$ cat config.mk
export PLATFORM = sky130hd
export DESIGN_NAME = hamm_decoder
export DESIGN_NICKNAME = d
export VERILOG_FILES = /design/src/rtl/hamm_decoder.sv
export SDC_FILE = /design/constraint.sdc
export NUM_CORES = 1
export LEC_CHECK = 0
export CELL_PAD_IN_SITES_DETAIL_PLACEMENT = 1
export CELL_PAD_IN_SITES_GLOBAL_PLACEMENT = 1
export CORE_UTILIZATION = 29
export CTS_CLUSTER_DIAMETER = 150
export DETAILED_ROUTE_END_ITERATION = 16
export PLACE_DENSITY_LB_ADDON = 0.1
export RECOVER_POWER = 25
export SLEW_MARGIN = 20
export SYNTH_ARGS = -nofsm -noshare
export SYNTH_HDL_FRONTEND = slang
export SYNTH_SLANG_ARGS = --single-unit
$ cat constraint.sdc
create_clock -name clk -period 1.65 [get_ports clk]
set_clock_uncertainty 0.15 [all_clocks]
set_input_delay 0.2475 -clock clk [delete_from_list [all_inputs] [get_ports clk]]
set_output_delay 0.2475 -clock clk [all_outputs]
set_load 0.02 [all_outputs]
$ cat src/rtl/hamm_decoder.sv
// Purpose: Hamming (8,4) decoder, corrects single-bit errors, flags uncorrectable words.
// Latency: 2 cycles from accepted input to out_valid; throughput 1 word/cycle.
// Backpressure: valid/ready both sides; with out_ready low both stages fill, then in_ready drops.
//
// Ports:
//   clk, reset       rising-edge clock, asynchronous active-low reset
//   in_code          received codeword {d3,d2,d1,d0,p3,p2,p1,p0}, qualified by in_valid/in_ready
//   out_data         corrected data {d3,d2,d1,d0} (raw data bits when out_uncorr=1)
//   out_corr         a single data or parity bit was corrected
//   out_uncorr       syndrome of weight 2 or 4, data not corrected
//   out_valid/ready  output handshake
//   stat_clr         synchronous clear of the statistics counters
//   corr_cnt         saturating count of accepted words with out_corr=1
//   uncorr_cnt       saturating count of accepted words with out_uncorr=1
//
// Build option: define HAMM_DEC_STATS_EN to build the statistics counters.
// Without it corr_cnt/uncorr_cnt read 0 and stat_clr is ignored.

module hamm_decoder #(
  parameter int CNT_W = 16
) (
  input  logic             clk,
  input  logic             reset,
  input  logic [7:0]       in_code,
  input  logic             in_valid,
  output logic             in_ready,
  output logic [3:0]       out_data,
  output logic             out_corr,
  output logic             out_uncorr,
  output logic             out_valid,
  input  logic             out_ready,
  input  logic             stat_clr,
  output logic [CNT_W-1:0] corr_cnt,
  output logic [CNT_W-1:0] uncorr_cnt
);

  // ---------------------------------------------------------------------------
  // Syndrome of the incoming codeword (computed ahead of stage 1)
  // ---------------------------------------------------------------------------
  logic [3:0] rx_data;
  logic [3:0] rx_par;
  logic [3:0] calc_par;
  logic [3:0] syn;

  always_comb begin
    rx_data     = in_code[7:4];
    rx_par      = in_code[3:0];
    calc_par[3] = rx_data[3] ^ rx_data[2] ^ rx_data[1];
    calc_par[2] = rx_data[3] ^ rx_data[2] ^ rx_data[0];
    calc_par[1] = rx_data[3] ^ rx_data[1] ^ rx_data[0];
    calc_par[0] = rx_data[2] ^ rx_data[1] ^ rx_data[0];
    syn         = rx_par ^ calc_par;
  end

  // ---------------------------------------------------------------------------
  // Pipeline state
  // ---------------------------------------------------------------------------
  logic       s1_valid_q, s1_valid_d;
  logic [7:0] s1_code_q,  s1_code_d;
  logic [3:0] s1_syn_q,   s1_syn_d;

  logic       out_valid_q,  out_valid_d;
  logic [3:0] out_data_q,   out_data_d;
  logic       out_corr_q,   out_corr_d;
  logic       out_uncorr_q, out_uncorr_d;

  logic s1_load;
  logic s2_load;
  logic out_fire;

  // in_ready depends only on state and out_ready, never on in_valid, so an
  // upstream that waits for ready before raising valid cannot form a loop.
  always_comb begin
    in_ready = ~s1_valid_q | ~out_valid_q | out_ready;
    s1_load  = in_valid & in_ready;
    s2_load  = s1_valid_q & (~out_valid_q | out_ready);
    out_fire = out_valid_q & out_ready;
  end

  // ---------------------------------------------------------------------------
  // Stage 1: hold the raw codeword together with its syndrome
  // ---------------------------------------------------------------------------
  always_comb begin
    s1_valid_d = s1_valid_q;
    s1_code_d  = s1_code_q;
    s1_syn_d   = s1_syn_q;
    if (s1_load) begin
      s1_valid_d = 1'b1;
      s1_code_d  = in_code;
      s1_syn_d   = syn;
    end else if (s2_load) begin
      s1_valid_d = 1'b0;
    end
  end

  // ---------------------------------------------------------------------------
  // Stage 2 decode. Weight-3 syndromes name the one data bit that took part in
  // all three failing checks; weight-1 syndromes are a lone parity bit, which
  // leaves the data intact. Weight 2 and 4 cannot come from one flipped bit.
  // ---------------------------------------------------------------------------
  logic [3:0] flip_mask;
  logic [3:0] dec_data;
  logic       dec_corr;
  logic       dec_uncorr;

  always_comb begin
    flip_mask  = 4'b0000;
    dec_corr   = 1'b0;
    dec_uncorr = 1'b0;
    case (s1_syn_q)
      4'b0000: flip_mask = 4'b0000;
      4'b0001, 4'b0010, 4'b0100, 4'b1000: dec_corr = 1'b1;
      4'b1110: begin
        flip_mask = 4'b1000;
        dec_corr  = 1'b1;
      end
      4'b1101: begin
        flip_mask = 4'b0100;
        dec_corr  = 1'b1;
      end
      4'b1011: begin
        flip_mask = 4'b0010;
        dec_corr  = 1'b1;
      end
      4'b0111: begin
        flip_mask = 4'b0001;
        dec_corr  = 1'b1;
      end
      default: dec_uncorr = 1'b1;
    endcase
    dec_data = s1_code_q[7:4] ^ flip_mask;
  end

  // Output register only moves on s2_load, so out_* hold while stalled.
  always_comb begin
    out_valid_d  = out_valid_q;
    out_data_d   = out_data_q;
    out_corr_d   = out_corr_q;
    out_uncorr_d = out_uncorr_q;
    if (s2_load) begin
      out_valid_d  = 1'b1;
      out_data_d   = dec_data;
      out_corr_d   = dec_corr;
      out_uncorr_d = dec_uncorr;
    end else if (out_ready) begin
      out_valid_d  = 1'b0;
    end
  end

  always_ff @(posedge clk or negedge reset) begin
    if (!reset) begin
      s1_valid_q   <= 1'b0;
      s1_code_q    <= 8'h00;
      s1_syn_q     <= 4'h0;
      out_valid_q  <= 1'b0;
      out_data_q   <= 4'h0;
      out_corr_q   <= 1'b0;
      out_uncorr_q <= 1'b0;
    end else begin
      s1_valid_q   <= s1_valid_d;
      s1_code_q    <= s1_code_d;
      s1_syn_q     <= s1_syn_d;
      out_valid_q  <= out_valid_d;
      out_data_q   <= out_data_d;
      out_corr_q   <= out_corr_d;
      out_uncorr_q <= out_uncorr_d;
    end
  end

  assign out_valid  = out_valid_q;
  assign out_data   = out_data_q;
  assign out_corr   = out_corr_q;
  assign out_uncorr = out_uncorr_q;

  // ---------------------------------------------------------------------------
  // Statistics counters, counted on output acceptance
  // ---------------------------------------------------------------------------
`ifdef HAMM_DEC_STATS_EN
  localparam logic [CNT_W-1:0] CNT_MAX = {CNT_W{1'b1}};
  localparam logic [CNT_W-1:0] CNT_ONE = CNT_W'(1);

  logic [CNT_W-1:0] corr_cnt_q,   corr_cnt_d;
  logic [CNT_W-1:0] uncorr_cnt_q, uncorr_cnt_d;

  // Clear wins over an increment landing in the same cycle.
  always_comb begin
    corr_cnt_d   = corr_cnt_q;
    uncorr_cnt_d = uncorr_cnt_q;
    if (stat_clr) begin
      corr_cnt_d   = '0;
      uncorr_cnt_d = '0;
    end else if (out_fire) begin
      if (out_corr_q && (corr_cnt_q != CNT_MAX)) begin
        corr_cnt_d = corr_cnt_q + CNT_ONE;
      end
      if (out_uncorr_q && (uncorr_cnt_q != CNT_MAX)) begin
        uncorr_cnt_d = uncorr_cnt_q + CNT_ONE;
      end
    end
  end

  always_ff @(posedge clk or negedge reset) begin
    if (!reset) begin
      corr_cnt_q   <= '0;
      uncorr_cnt_q <= '0;
    end else begin
      corr_cnt_q   <= corr_cnt_d;
      uncorr_cnt_q <= uncorr_cnt_d;
    end
  end

  assign corr_cnt   = corr_cnt_q;
  assign uncorr_cnt = uncorr_cnt_q;
`else
  // Counters not built: keep the clear input and accept strobe visibly unused.
  logic unused_stats;
  assign unused_stats = stat_clr ^ out_fire;
  assign corr_cnt     = '0;
  assign uncorr_cnt   = '0;
`endif

endmodule

==> results <==
==> metrics by stage <==
step,area [um2],utilization (%),total power [uW],hold slack (ns),setup TNS (ns)
after floorplan,1180,-,1110,-0.198,0
after global placement,1250,36.6,1280,0.340,-1.98
after detailed placement,1250,36.6,1300,0.344,-1.86
after CTS,1260,37.0,1460,0.128,0
after global routing,1260,36.9,1530,0.391,0
final,1260,36.9,1420,0.355,0
==> kinds of logic (layout without fill, tap and decap cells) <==
family	after synthesis	in the layout	synth area share [%]
buffers and inverters	35	31	23.9
XOR/XNOR	17	17	14.7
flip-flops	16	16	37.6
multiplexers	14	14	14.7
AND/OR/NAND/NOR	12	12	7.17
AO/OA/AOI/OAI	2	2	1.65
other	1	32	0.352
==> report_power, final <==
group,internal [uW],total (uW),switching [uW]
Combinational,309,609,301
Clock,84.7,196,112
Sequential,504,612,108
Total,898,1420,520
==> cell usage after synthesis (all sizes together) <==
master / count / share of area (%)
xor2: 3 / 3.2
nand2: 4 / 1.4
nand3b: 1 / 0.71
mux2: 13 / 14
a2bb2oi: 1 / 0.82
conb: 1 / 0.35
inv: 1 / 0.35
nand2b: 3 / 1.8
buf: 34 / 24
o311ai: 1 / 0.82
xnor2: 14 / 12
nand4b: 4 / 3.3
dfrtp: 16 / 38
mux2i: 1 / 0.94
==> flip-flops by register name, indices dropped and copies added, names as in the netlist <==
signal,cells
out_corr,1
out_data,4
out_uncorr,1
out_valid,1
s1_code_q,4
s1_syn_q,4
s1_valid_q,1
==> final cells by class <==
type	instances	area share (%)
flip-flops and latches	16	31.7
clock buffers	3	1.79
multi-input cells	77	41.8
well taps	46	4.56
repair buffers	27	19.8
inverters	1	0.298
==> per-layer routing <==
metal | track usage (%) | vias to the layer above | wire, um
met3 | 3.10 | 2 | 113
met4 | 6.10 | 0 | 40
met1 | 12.0 | 298 | 741
met5 | 0 | - | 0
li1 | - | 312 | -
met2 | 15.4 | 34 | 797
==> how the worst max path moves through the flow <==
stage	startpoint	end	slack [ns]	cells past startpoint
finish	out_ready	in_ready	0.08	3
global route	out_ready	in_ready	0.02	3
CTS	out_ready	in_ready	0.05	3
detailed placement	out_ready	in_ready	-0.22	3
global placement	out_ready	in_ready	-0.21	3
floorplan	out_valid	s1_code_q[4]	0.008	3
==> repair_timing <==
action | 4_1_cts | 5_1_grt
gates resized for setup | 8 | 1
gates cloned | 0 | 0
setup endpoints to repair | 8 | 1
==> results.txt <==
- Outcome: finished, final reports clean
* Worst slew slack as a fraction of its limit: 40.6%
- Violation count after the first detailed-route iteration: 6
- Final RePlAce weighted congestion: 0.617
* Max H-tree Level: 1
* FF-to-FF End: s1_code_q[7]
* Slew at the pin closest to its max-slew limit: 0.890 ns
- Along the worst hold path, the cell count comes to 1.
- For this configuration, the core starts out at a cell density of 31.2%.
- The share of the Yosys chip area taken by registers is 37.6%.
- For this run, the post-layout net count is 139.
- The worst hold path terminates at out_corr.
* Antenna violations before repair: 0
- Largest delay contributor family on the critical path: buffers and inverters
- The library cell used most frequently in the layout, excluding fill and tap cells, is sky130_fd_sc_hd__conb_1.
* Area of the multi-input gates: 527 um2
- Post CTS Setup Buffer Count: 0
- Worst Setup Start Kind: input port
* Fin. max-slew vios: 0
- Data required time at the worst endpoint: 1.25 ns
- Setup repair after global routing left no endpoint under its margin.
- Area growth syn-to-layout: 18.4%
* Std cell rows: 21
- Number of setup violations in the final report: 0
- The worst hold path begins at out_corr.
- Path class of the lowest-slack min-delay path: reg -> reg
- Leading cell types in the layout, fill and taps excluded: sky130_fd_sc_hd__conb_1 (32), sky130_fd_sc_hd__dfrtp_1 (16), sky130_fd_sc_hd__xnor2_1 (14)
- In this run, synthesis produced a sequential element count of 16.
- Maximum buffer depth of the clock tree: 2
- Share of the clock period used by the worst path after layout: 95.4%
- For this run, design rule violations remaining after detail routing come to 0.
- The later pin in the worst-skew pair is clocked with a latency of 0.28 ns.
- Routed WL per cell: 9.96 um
- Standard cell with the maximum stage delay on the critical path: sky130_fd_sc_hd__clkdlybuf4s50_1
- Using the TritonRoute via totals, the vias-per-cell ratio works out to 3.80.
- The setup path with the least slack is of type in -> out.
* Data arrival time of the critical path: 1.18 ns
- For this run the aggregate overflow at the end of global routing stands at 0.
- The die covers 0.00392 mm2.
- Hold repair after CTS inserted 0 buffers.
- Post-place setup slack: -0.220 ns
- Final setup slack of the worst path: 0.0753 ns
- Number of clock sinks: 16
- Clock root buffer: sky130_fd_sc_hd__clkbuf_4
* GR Util All Layers: 9.97%
- The count of cells in the finished layout, fillers not included, comes to 170.
* Setup slack of the worst register-to-register path: 0.16 ns
- Registers take 400 um2.
- R2R Path Start: s1_valid_q
- Maximum number of pins on one net before global-route repair: 17
- Area inside the core boundary: 0.00342 mm2
- Width of the chip: 62.6 um
- Combined buffer and inverter count along the critical path: 2
* Kind of end point of the critical path: output pin
- Number of maximum-capacitance violations: 0
- Of the cells placed in the final design, the portion with a size suffix greater than 1 is 19.4%.
- The worst register-to-register path has a depth of 5.
* Power density over the cells: 1120 mW/mm2
- The first global-routing pass estimated 2.99 mm of wire.
- IR analysis of the VDD net gives a maximum drop of 0.385 mV.
* I/O pins: 53
- After filler insertion, the fill cell instance count of the layout stands at 411.
- Biggest fanout along the worst timing path: 2
- Count of unique library cells instantiated by Yosys: 16
* Number of buffers inserted during clock tree synthesis: 3
- The cell count after synthesis came out at 97.
- For this run, the detailed router's first-pass iteration total came to 4.
- The average instance in the mapped netlist occupies 11.0 um2.
* Quantity of I/O buffers inserted on ports: 19
- In this design, the stage delay of the slowest critical-path cell is 0.47 ns.
- Summed over all cells, the static leakage comes to 0.000564 uW.
* Height of the die: 62.6 um
- Across all layers, the routed design uses 646 vias.
- For this run, the top clock speed supported by timing is 635 MHz.
* Total length of routed wires: 1.69 mm
- Netlist Area Pre-Place: 0.00106 mm2
- Detailed placement finished with a half-perimeter wire length of 1.35 mm.
- For this run, the number of Yosys warnings is 0.
- The count of nets left with antenna violations once routing finished came out at 0.
- Clock-pin slew reported for the worst setup and hold paths after clock tree synthesis: 0.09 ns
* Vias in the first global route: 601
- Antenna cells: 0
- CP cell instances: clkdlybuf4s50_1 > nand3b_1 > clkdlybuf4s15_1
- CTS tree: built
* Time the worst path needs with I/O delays and setup: 1.57 ns
- Final Hold Violating Endpoints: 0
- Inst Count DP: 167
Power figures use the tool's default switching activity.
